--- config.mk ---
export PLATFORM = sky130hd
export DESIGN_NAME = ddma_req_scheduler
export DESIGN_NICKNAME = d
export VERILOG_FILES = /design/src/rtl/ddma_req_scheduler_pkg.sv /design/src/rtl/ddma_req_scheduler_rr_arbiter.sv /design/src/rtl/ddma_req_scheduler.sv
export SDC_FILE = /design/constraint.sdc
export NUM_CORES = 1
export LEC_CHECK = 0
export ABC_CLOCK_PERIOD_IN_PS = 2500
export CAP_MARGIN = 20
export CORE_ASPECT_RATIO = 0.5
export CORE_UTILIZATION = 40
export CTS_CLUSTER_SIZE = 10
export DETAILED_ROUTE_END_ITERATION = 16
export DONT_BUFFER_PORTS = 1
export PLACE_DENSITY = 0.6
export SYNTH_ARGS = -nofsm -noshare
export SYNTH_HDL_FRONTEND = slang
export SYNTH_SLANG_ARGS = --single-unit
--- constraint.sdc ---
create_clock -name i_clk -period 2.5 [get_ports i_clk]
set_input_delay 0.375 -clock i_clk [delete_from_list [all_inputs] [get_ports i_clk]]
set_output_delay 0.375 -clock i_clk [all_outputs]
set_load 0.01 [all_outputs]
--- src/rtl/ddma_req_scheduler_pkg.sv ---
// Shared types and constants for the dDMA request scheduler: FSM encoding,
// descriptor layout and the watchdog width helper.
package ddma_sched_pkg;

    typedef enum logic [2:0] {
        ST_IDLE  = 3'd0,
        ST_ARB   = 3'd1,
        ST_ISSUE = 3'd2,
        ST_WAIT  = 3'd3,
        ST_DONE  = 3'd4,
        ST_HALT  = 3'd5
    } state_e;

    localparam int DESC_W        = 97;
    localparam int ADDR_W        = 32;
    localparam int LEN_W         = 16;
    localparam int ADDR_RAM_LSB  = 0;
    localparam int LEN_RAM_LSB   = 32;
    localparam int ADDR_AIPE_LSB = 48;
    localparam int LEN_AIPE_LSB  = 80;
    localparam int DIR_BIT       = 96;

    localparam logic DIR_RAM2AIPE = 1'b0;
    localparam logic DIR_AIPE2RAM = 1'b1;

    // Field order mirrors the bit offsets above (MSB first).
    typedef struct packed {
        logic              dir;
        logic [LEN_W-1:0]  len_aipe;
        logic [ADDR_W-1:0] addr_aipe;
        logic [LEN_W-1:0]  len_ram;
        logic [ADDR_W-1:0] addr_ram;
    } desc_t;

    function automatic int wd_width(input int timeout_cyc);
        int w;
        w = $clog2(timeout_cyc + 1);
        if (w < 16) begin
            w = 16;
        end else if (w > 32) begin
            w = 32;
        end else begin
            w = w;
        end
        return w;
    endfunction

endpackage

--- src/rtl/ddma_req_scheduler_rr_arbiter.sv ---
// Round-robin arbiter: search begins at the slot after the last grant;
// the pointer moves only when the caller consumes the grant.
module rr_arbiter #(
    parameter int NUM_PE = 3,
    parameter int IDX_W  = 2
) (
    input  logic              clk,
    input  logic              rst_n,
    input  logic [NUM_PE-1:0] req,
    input  logic              advance,
    output logic [NUM_PE-1:0] grant,
    output logic [IDX_W-1:0]  grant_idx
);

    logic [IDX_W-1:0] ptr_r;
    logic [IDX_W-1:0] ptr_nxt_s;
    logic [IDX_W:0]   cand_s;
    logic [IDX_W-1:0] cand_idx_s;
    logic [IDX_W-1:0] idx_s;
    logic             found_s;

    // Rotating priority search over the request vector.
    always_comb begin
        idx_s      = '0;
        found_s    = 1'b0;
        cand_s     = '0;
        cand_idx_s = '0;
        for (int i = 0; i < NUM_PE; i++) begin
            cand_s = {1'b0, ptr_r} + (IDX_W+1)'(i);
            if (cand_s >= (IDX_W+1)'(NUM_PE)) begin
                cand_s = cand_s - (IDX_W+1)'(NUM_PE);
            end else begin
                cand_s = cand_s;
            end
            cand_idx_s = cand_s[IDX_W-1:0];
            if (!found_s && req[cand_idx_s]) begin
                found_s = 1'b1;
                idx_s   = cand_idx_s;
            end else begin
                found_s = found_s;
            end
        end
        if (idx_s == IDX_W'(NUM_PE - 1)) begin
            ptr_nxt_s = '0;
        end else begin
            ptr_nxt_s = idx_s + IDX_W'(1);
        end
    end

    assign grant     = found_s ? (NUM_PE'(1) << idx_s) : '0;
    assign grant_idx = idx_s;

    // Pointer register: next search starts one past the consumed grant.
    always_ff @(posedge clk or negedge rst_n) begin
        if (!rst_n) begin
            ptr_r <= '0;
        end else if (advance && found_s) begin
            ptr_r <= ptr_nxt_s;
        end else begin
            ptr_r <= ptr_r;
        end
    end

endmodule

--- src/rtl/ddma_req_scheduler.sv ---
// Shares one dDMA engine among NUM_PE requesters: per-PE descriptor slots,
// round-robin grant, toggle handshake to the engine and a busy watchdog.
module ddma_req_scheduler
    import ddma_sched_pkg::*;
#(
    parameter int NUM_PE      = 3,
    parameter int TIMEOUT_CYC = 65535
) (
    input  logic                     i_clk,
    input  logic                     i_rst_n,
    input  logic [NUM_PE-1:0]        i_req_valid,
    output logic [NUM_PE-1:0]        o_req_ready,
    input  logic [NUM_PE*DESC_W-1:0] i_req_desc,
    output logic                     o_tag_start_dDMA,
    input  logic                     i_tag_resp_dDMA,
    output logic [31:0]              o_addr_RAM,
    output logic [15:0]              o_len_RAM,
    output logic [31:0]              o_addr_RAM_AIPE,
    output logic [15:0]              o_len_RAM_AIPE,
    output logic                     o_dir,
    output logic [NUM_PE-1:0]        o_done,
    output logic [NUM_PE-1:0]        o_err_timeout,
    input  logic                     i_clr_err,
    output logic [2:0]               d_state_3b,
    output logic [1:0]               d_cur_pe_2b
);

    localparam int IDX_W = $clog2(NUM_PE);
    localparam int WD_W  = wd_width(TIMEOUT_CYC);
    localparam bit WD_EN = (TIMEOUT_CYC > 0);
    localparam logic [WD_W-1:0] WD_LAST = WD_W'((TIMEOUT_CYC > 0) ? (TIMEOUT_CYC - 1) : 0);

    state_e            state_r, state_nxt_s;
    desc_t             slot_r [NUM_PE];
    desc_t             desc_in_s [NUM_PE];
    logic [NUM_PE-1:0] full_r;
    logic [NUM_PE-1:0] ready_s;
    logic [NUM_PE-1:0] grant_s;
    logic [IDX_W-1:0]  grant_idx_s;
    logic [IDX_W-1:0]  cur_r;
    desc_t             out_desc_r;
    logic              tag_r;
    logic [WD_W-1:0]   wd_r;
    logic [NUM_PE-1:0] done_r, done_nxt_s;
    logic [NUM_PE-1:0] err_r, err_nxt_s;
    logic              zero_len_s;
    logic              resp_match_s;
    logic              timeout_hit_s;

    // Unpack the flat descriptor bus into per-PE structs.
    always_comb begin
        for (int i = 0; i < NUM_PE; i++) begin
            desc_in_s[i] = i_req_desc[i*DESC_W +: DESC_W];
        end
    end

    assign ready_s       = ~full_r & {NUM_PE{state_r != ST_HALT}};
    assign zero_len_s    = (slot_r[grant_idx_s].len_ram == 16'd0) && (slot_r[grant_idx_s].len_aipe == 16'd0);
    assign resp_match_s  = (i_tag_resp_dDMA == tag_r);
    assign timeout_hit_s = WD_EN && (wd_r == WD_LAST);

    rr_arbiter #(
        .NUM_PE (NUM_PE),
        .IDX_W  (IDX_W)
    ) u_arb (
        .clk       (i_clk),
        .rst_n     (i_rst_n),
        .req       (full_r),
        .advance   (state_r == ST_ARB),
        .grant     (grant_s),
        .grant_idx (grant_idx_s)
    );

    // Next-state logic plus the completion and error vectors.
    always_comb begin
        state_nxt_s = state_r;
        done_nxt_s  = '0;
        err_nxt_s   = i_clr_err ? '0 : err_r;
        case (state_r)
            ST_IDLE: begin
                if (|full_r) begin
                    state_nxt_s = ST_ARB;
                end else begin
                    state_nxt_s = ST_IDLE;
                end
            end
            ST_ARB: begin
                if (zero_len_s) begin
                    state_nxt_s = ST_DONE;
                    done_nxt_s  = grant_s;
                end else begin
                    state_nxt_s = ST_ISSUE;
                end
            end
            ST_ISSUE: state_nxt_s = ST_WAIT;
            ST_WAIT: begin
                if (resp_match_s) begin
                    state_nxt_s = ST_DONE;
                    done_nxt_s  = NUM_PE'(1) << cur_r;
                end else if (timeout_hit_s) begin
                    state_nxt_s = ST_HALT;
                    err_nxt_s   = err_nxt_s | (NUM_PE'(1) << cur_r);
                end else begin
                    state_nxt_s = ST_WAIT;
                end
            end
            ST_DONE: state_nxt_s = ST_IDLE;
            ST_HALT: begin
                if (i_clr_err) begin
                    state_nxt_s = ST_IDLE;
                end else begin
                    state_nxt_s = ST_HALT;
                end
            end
            default: state_nxt_s = ST_IDLE;
        endcase
    end

    // FSM state register.
    always_ff @(posedge i_clk or negedge i_rst_n) begin
        if (!i_rst_n) begin
            state_r <= ST_IDLE;
        end else begin
            state_r <= state_nxt_s;
        end
    end

    // Descriptor slots: a full slot blocks new accepts until it is granted.
    always_ff @(posedge i_clk or negedge i_rst_n) begin
        if (!i_rst_n) begin
            full_r <= '0;
            for (int i = 0; i < NUM_PE; i++) begin
                slot_r[i] <= '0;
            end
        end else begin
            for (int i = 0; i < NUM_PE; i++) begin
                if (i_req_valid[i] && ready_s[i]) begin
                    full_r[i] <= 1'b1;
                    slot_r[i] <= desc_in_s[i];
                end else if ((state_r == ST_ARB) && grant_s[i]) begin
                    full_r[i] <= 1'b0;
                end else begin
                    full_r[i] <= full_r[i];
                end
            end
        end
    end

    // Job datapath: latched descriptor, engine tag, watchdog, pulses.
    always_ff @(posedge i_clk or negedge i_rst_n) begin
        if (!i_rst_n) begin
            out_desc_r <= '0;
            cur_r      <= '0;
            tag_r      <= 1'b0;
            wd_r       <= '0;
            done_r     <= '0;
            err_r      <= '0;
        end else begin
            done_r <= done_nxt_s;
            err_r  <= err_nxt_s;
            if (state_r == ST_ARB) begin
                out_desc_r <= slot_r[grant_idx_s];
                cur_r      <= grant_idx_s;
            end else begin
                out_desc_r <= out_desc_r;
                cur_r      <= cur_r;
            end
            // HALT resync aligns our tag with whatever the engine last reported.
            if (state_r == ST_ISSUE) begin
                tag_r <= ~tag_r;
            end else if ((state_r == ST_HALT) && i_clr_err) begin
                tag_r <= i_tag_resp_dDMA;
            end else begin
                tag_r <= tag_r;
            end
            if (state_r == ST_ISSUE) begin
                wd_r <= '0;
            end else if ((state_r == ST_WAIT) && !resp_match_s && (wd_r != {WD_W{1'b1}})) begin
                wd_r <= wd_r + WD_W'(1);
            end else begin
                wd_r <= wd_r;
            end
        end
    end

    assign o_req_ready      = ready_s;
    assign o_tag_start_dDMA = tag_r;
    assign o_addr_RAM       = out_desc_r.addr_ram;
    assign o_len_RAM        = out_desc_r.len_ram;
    assign o_addr_RAM_AIPE  = out_desc_r.addr_aipe;
    assign o_len_RAM_AIPE   = out_desc_r.len_aipe;
    assign o_dir            = out_desc_r.dir;
    assign o_done           = done_r;
    assign o_err_timeout    = err_r;
    assign d_state_3b       = state_r;
    assign d_cur_pe_2b      = 2'(cur_r);

endmodule
# Yosys cells after proc, flatten, opt, wreduce, memory -nomap -nowiden
# Index checks and enable logic that the tools add are counted.
# word_totals
mem_bits_rw	0
out_inout_bits	112
regBits	421
rom_bits	0
elab_cells	128
latch_bits	0
mem_count	0
# classes
addsub	7
reduce_logical	25
bitwise	5
eq_ne	9
shifts	2
mul	0
mux	43
div	0
magnitude_cmp	7
# op_table
op	count
binary-select mux 97 bit (select 2 bit)	1
2-to-1 mux 97 bit	2
2-to-1 mux 3 bit	11
logical NOT 16 bit	2
2-to-1 mux 16 bit	2
adder 16 x 1 -> 16 bit, second input constant	1
== test 16 bit, second input constant	1
inequality test 16 bit, second input constant	1
2-to-1 mux 1 bit	15
case mux 3 bit (5 select lines)	1
2-to-1 mux 2 bit	7
logical AND 1 bit	13
nonzero test 2 bit	5
< comparator 2 x 3 -> 1 bit, second input constant	3
binary-select mux 1 bit (select 2 bit)	3
== test 3 x 2 -> 1 bit, second input constant	2
>= comparator 3 x 2 -> 1 bit, second input constant	2
case mux 3 bit (2 select lines)	1
left shift 1 x 2 -> 3 bit, first input constant	2
subtractor 2 bit, second input constant	3
adder 2 x 1 -> 3 bit, second input constant	1
adder 2 x 2 -> 3 bit, second input constant	1
AND 3 bit	1
== test 3 x 1 -> 1 bit, second input constant	1
14 further kinds	16

# Depth between registers and ports, before layout
# logic_depth
depth_word	19
depth_mapped	14

# By module
# From an unflattened synthesis, not the netlist that was laid out.
# unflattened
hier_cells	1466
area_unflattened_um2	18116.1
# by_module_without_submodules
mod	instances	cells_per_inst	area_each_um2
ddma_req_scheduler	1	1421	17722.0
rr_arbiter	1	45	394.1

# Worst setup path after synthesis
# No wires, ideal clock.
# synth_timing
path_kind	flip-flop to flip-flop
startpoint	register u_arb.ptr_r[0]
endpoint	register done_r[2], in the netlist o_done[2]
arrival_time_ns	2.548
path_buffers	1
slack_ns	-0.173
required_ns	2.375
stages_incl_launch_ff	11
setup_time_ns	0.125
cell_sequence	dfrtp_1 -> inv_1 -> ha_1 -> nor2b_1 -> o31a_1 -> o32a_1 -> buf_6 -> mux2_4 -> a41oi_2 -> nor4b_4 -> a2bb2o_1
# synth_via
elab_chain_cells	19
word_cells_on_any_way	38
cone_classes	add/sub: 5; order compare: 3; shift: 1; mux: 21; bitwise: 1; reduce/logical: 7
# synth_rtl
element	line	rtl
start: declaration	ddma_req_scheduler_rr_arbiter.sv:15	logic [IDX_W-1:0] ptr_r;
start signal: assignment	ddma_req_scheduler_rr_arbiter.sv:58	ptr_r <= ptr_nxt_s;
start signal: assignment	ddma_req_scheduler_rr_arbiter.sv:60	ptr_r <= ptr_r;
parallel branches: the longest is 17 deep, another holds adder 2 x 1 -> 3 bit	n/a	
2-to-1 mux 3 bit *	ddma_req_scheduler.sv:88	if (zero_len_s) begin
case mux 3 bit (2 select lines) *	ddma_req_scheduler.sv:79	case (state_r)
net done_nxt_s[2]	ddma_req_scheduler.sv:44	logic [NUM_PE-1:0] done_r, done_nxt_s;
end signal: assignment	ddma_req_scheduler.sv:159	done_r <= done_nxt_s;
end: declaration	ddma_req_scheduler.sv:44	
# Mark *: on every way through the listed nets, which the timed path passes. The select of a mux whose other input is x is not followed.
# A chain may end at the register's enable or synchronous reset.

# Final worst setup path
# layout_timing
startpoint	register u_arb.ptr_r[1]
endpoint	register state_r[1], in the netlist d_state_3b[1]
# layout_via
elab_chain_cells	19
word_cells_on_any_way	35
cone_classes	add/sub: 5; order compare: 3; mux: 19; bitwise: 1; reduce/logical: 7
# layout_rtl
element	line	rtl
parallel branches: the longest is 10 deep, another holds adder 2 x 1 -> 3 bit	n/a	
2-to-1 mux 2 bit *	ddma_req_scheduler_rr_arbiter.sv:36	if (!found_s && req[cand_idx_s]) begin
inverter 2 -> 3 bit (not written as such) *	ddma_req_scheduler.sv:58	assign zero_len_s = (slot_r[grant_idx_s].len_ram == 16'd0) && (slot_r[grant_idx_s].len_aipe == 16'd0);
binary-select mux 97 bit (select 2 bit) *	ddma_req_scheduler.sv:58	
2-to-1 mux 97 bit * (2 in series)	n/a	
logical NOT 16 bit	ddma_req_scheduler.sv:58	
logical AND 1 bit *	ddma_req_scheduler.sv:58	
2-to-1 mux 3 bit *	ddma_req_scheduler.sv:88	
case mux 3 bit (5 select lines) *	ddma_req_scheduler.sv:79	
net state_nxt_s[1]	ddma_req_scheduler.sv:33	state_e state_r, state_nxt_s;
end signal: assignment	ddma_req_scheduler.sv:124	state_r <= state_nxt_s;
end: declaration	ddma_req_scheduler.sv:33	
# Marked as above.

==> results by group <==
STA
  – Max Fclk: approximately 370 MHz
  – Max-slew violations: 0
  – Final setup viols: 54
  – Hold Vio Cnt, Final: 421
  – Hold WS: -0.496 ns
  – Worst Tran Pin Value: 1.33 ns
  – Tmin final: 2.72 ns
  – Final worst slack: -0.224 ns
  – Slew headroom: 0.114
  – RSZ-0062 raised after global routing: yes
  – Post-Route Skew: 0.0271 ns
  – Final worst-path cycle share: 1.09
  – Post-Route Setup TNS: -4.26 ns

Route
  – Final wirelength: ~52,000 um
  – Via total after detailed routing: between 10,000 and 15,000
  – Remaining antenna violation count: 0
  – Routed wire per std cell: about 22 um
  – Via density: 5.43
  – Post-route DRC: 0
  – DR iter-0 viols: 883
  – First-pass DRT Iterations: 5

Job
  – MaxCap Viol Count: 0

Die
  – Die height: 153 um
  – # IOs: 410
  – DIE AREA: 46,500 um2
  – Initial Util: 0.412
  – Die X: 304 um
  – Core box area: 44,300 um2
  – Cell Rows: 54

Worst setup path
  – Worst R2R Start: u_arb.ptr_r[1]$_DFFE_PN0P_
  – CP max-delay cell: o32a_4
  – CP endpoint kind: flop
  – Internal reg-to-reg setup slack: -0.22 ns
  – CP Depth: 9
  – Crit Path Max Fanout: 6
  – Crit-path cells: ha_4, nor2b_4, o31a_1, o32a_4, mux2i_4, a41oi_4, nor4b_4, buf_4, o21ai_1
  – Crit-path max cell delay: 0.47 ns
  – Worst path buffer plus inverter count: 1
  – RR Endpoint: d_state_3b[1]$_DFF_PN0_
  – Largest delay share family, worst path: compound AO/OA/AOI/OAI gates
  – Critical Path AT: 3.16 ns
  – Startpoint types: flop
  – Worst reg2reg path depth: 9
  – Required @ worst endpoint: 2.94 ns
  – Crit Path Class: flop to flop

CTS
  – CTS buffer count: 48
  – TritonCTS clock tree: yes
  – Clock Latency Late Sink: 0.56 ns
  – CTS max path bufs: 3
  – Hold_buf cts: 292
  – Root Driver: clkbuf_16
  – Clock sink total: 421
  – Worst-path clk slew: 0.06 ns
  – H-tree depth: 2

Status
  – Status: finished, violations left
  – Failing checks: hold timing, setup timing

Placement
  – Post-DP HPWL: 33,100 um
  – Placed cells: 2,045
  – DP Area: 19,100 um2
  – Final RePlAce weighted congestion: around 0.87
  – Port Buf Inserts: 0

Synth
  – Combinational family with the most area after synthesis: multiplexers
  – Syn Inst Count: 1,503
  – Yosys warns: 0
  – XOR/XNOR Fraction of Synth Area: 0.00576
  – Synth Register Bits: 421
  – Synth top area cells: dfrtp_1, mux2_2, mux2i_1
  – Post-synthesis async set-or-reset flop share: 1.00
  – Yosys top cell by area: dfrtp_1
  – Sequential area share after synthesis: 0.578
  – Mux contribution to synthesized area: 0.239
  – Area share of the largest cell type after synthesis: 0.578
  – Post-synthesis compound-gate area fraction: 0.0717
  – Post-synth EDFFs: 0
  – Synth Area in Simple Gates: 0.0781
  – Syn nets: 1,807
  – Syn Std Cell Area: 18,200 um2
  – Adder-Cell Fraction of Synth Area: 0.00412
  – Top_reg_cell synth: dfrtp_1
  – Mapped Avg Cell Area: 12.1 um2
  – Distinct cells, synth: 50

GRT
  – Initial antenna violation count: 7
  – Vias in the first global route: roughly 14,000
  – Global-route wire length before repair: approximately 80,000 um
  – Gr usage total: 0.217
  – Total grt overflow: 0
  – Largest net degree at the start of global routing: 422

Hold path
  – Hold Crit Class: input port to asynchronous set/reset pin

Final layout
  – Area of the multi-input gates: 7490 um2
  – Fill count: 3,649
  – Final core occ: 0.537
  – Layout cells sized above 1: 0.246
  – FF+latch area: 10,500 um2
  – Area Growth Syn to Fin: 30.2%
  – Nets: 2,120
  – Final Instance Count excl. Fillers: 2,414
  – Post-route cell area: 23,800 um2

Power and ir drop
  – Worst VDD drop: 826 uV
  – Pwr dens: between 1000 and 1500 nW/um2
  – Leakage: 0.0103 uW
[report_power, final]
group	leakage, uW	internal, uW	switching, uW	total [uW]
Combinational	0.00463	7500	7870	15400
Clock	0.000618	3440	2640	6080
Sequential	0.00508	10200	2790	13000
[worst reg2reg max path, delay by kind of cell (launching register included)]
kind | cells | cell delay [ns]
AOI/OAI and AO/OA | 4 | 1.04
DFF | 1 | 0.43
and+or+nand+nor | 2 | 0.42
adders and majority gates | 1 | 0.27
muxes | 1 | 0.25
buffers and inverters | 1 | 0.19
[metrics by stage]
| stage | setup slack (ns) | power [uW] |
|---|---|---|
| 2_1_floorplan | 0.00939 | 22600 |
| 3_3_place_gp | -0.277 | 25800 |
| 3_5_place_dp | -0.429 | 26400 |
| 4_1_cts | -0.180 | 33500 |
| 5_1_grt | -0.305 | 36600 |
| 6_report | -0.224 | 34400 |
[layer usage]
| layer | share of wire | global-route usage | up-vias | wire [um] |
|---|---|---|---|---|
| met5 | 0 | 0 | - | 0 |
| met4 | 0.039 | 0.0981 | 0 | 2050 |
| met3 | 0.050 | 0.0424 | 130 | 2590 |
| met2 | 0.53 | 0.398 | 383 | 27800 |
| met1 | 0.38 | 0.246 | 6702 | 19800 |
| li1 | - | - | 5893 | - |
[cell type report]
class | count | share of cell area
clock buffer | 50 | 0.0517
sequential | 421 | 0.444
inverter | 8 | 0.00126
antenna | 7 | 0.000737
multi-input combinational | 982 | 0.315
timing repair buffer | 355 | 0.155
tap | 588 | 0.0310
clock inverter | 3 | 0.00137
[worst max-delay path by stage]
stage	to	slack, ns	start
2_1_floorplan	o_done[2]$_DFF_PN0_	0.009	u_arb.ptr_r[1]$_DFFE_PN0P_
3_3_place_gp	o_addr_RAM_AIPE[2]$_DFFE_PN0P_	-0.28	u_arb.ptr_r[1]$_DFFE_PN0P_
3_5_place_dp	o_done[2]$_DFF_PN0_	-0.43	u_arb.ptr_r[1]$_DFFE_PN0P_
4_1_cts	o_done[2]$_DFF_PN0_	-0.18	u_arb.ptr_r[1]$_DFFE_PN0P_
5_1_grt	d_state_3b[1]$_DFF_PN0_	-0.30	u_arb.ptr_r[0]$_DFFE_PN0P_
6_report	d_state_3b[1]$_DFF_PN0_	-0.22	u_arb.ptr_r[1]$_DFFE_PN0P_
[layout by cell type, fill, tap and decap left out, types with 19 or more instances in the layout]
cell           instances
a21oi_1              104
dlygate4sd3_1        292
nor2_1               121
nor4_1                19
mux2i_1               95
nand2_1              118
o21ai_1               98
mux2_2               293
clkbuf_16             50
buf_4                 40
dfrtp_1              420
[cells in the mapped netlist (all sizes together) (6+ instances only)]
master and instances:
nand3 9, nor4 21, clkbuf 36, inv 8, o21ai 113, mux2i 103, dfrtp 421, xor2 7
a21oi 107, mux2 294, nand2 122, nand2b 6, buf 57, ha 6, nor2 122, and3 6
[kinds of logic (layout without fill, tap and decap cells)]
logic type      Yosys count  count (layout)
buf+inv                 101             416
simple gates            321             321
xor+xnor                 12              12
flops                   421             421
mux                     397             397
other cells               0               7
compound gates          245             246
fa+ha+maj                 6               6
[registers in the layout, summed over array words and instances, names as in the netlist, 3 cells and up]
| register | count |
|---|---|
| full_r | 3 |
| o_len_RAM | 16 |
| wd_r | 16 |
| o_len_RAM_AIPE | 16 |
| o_addr_RAM | 32 |
| slot_r | 291 |
| o_addr_RAM_AIPE | 32 |
| o_err_timeout | 3 |
| d_state_3b | 3 |
| o_done | 3 |
[what timing repair did]
item | in CTS | in global routing
setup endpoints to repair | 102 | 103
setup buffers | 7 | 6
gates cloned | 2 | 3
pin swaps | 5 | 5
hold endpoints to repair | 716 | 421
resized for setup | 21 | 28
Note: power is estimated with default switching activity, not from simulation.
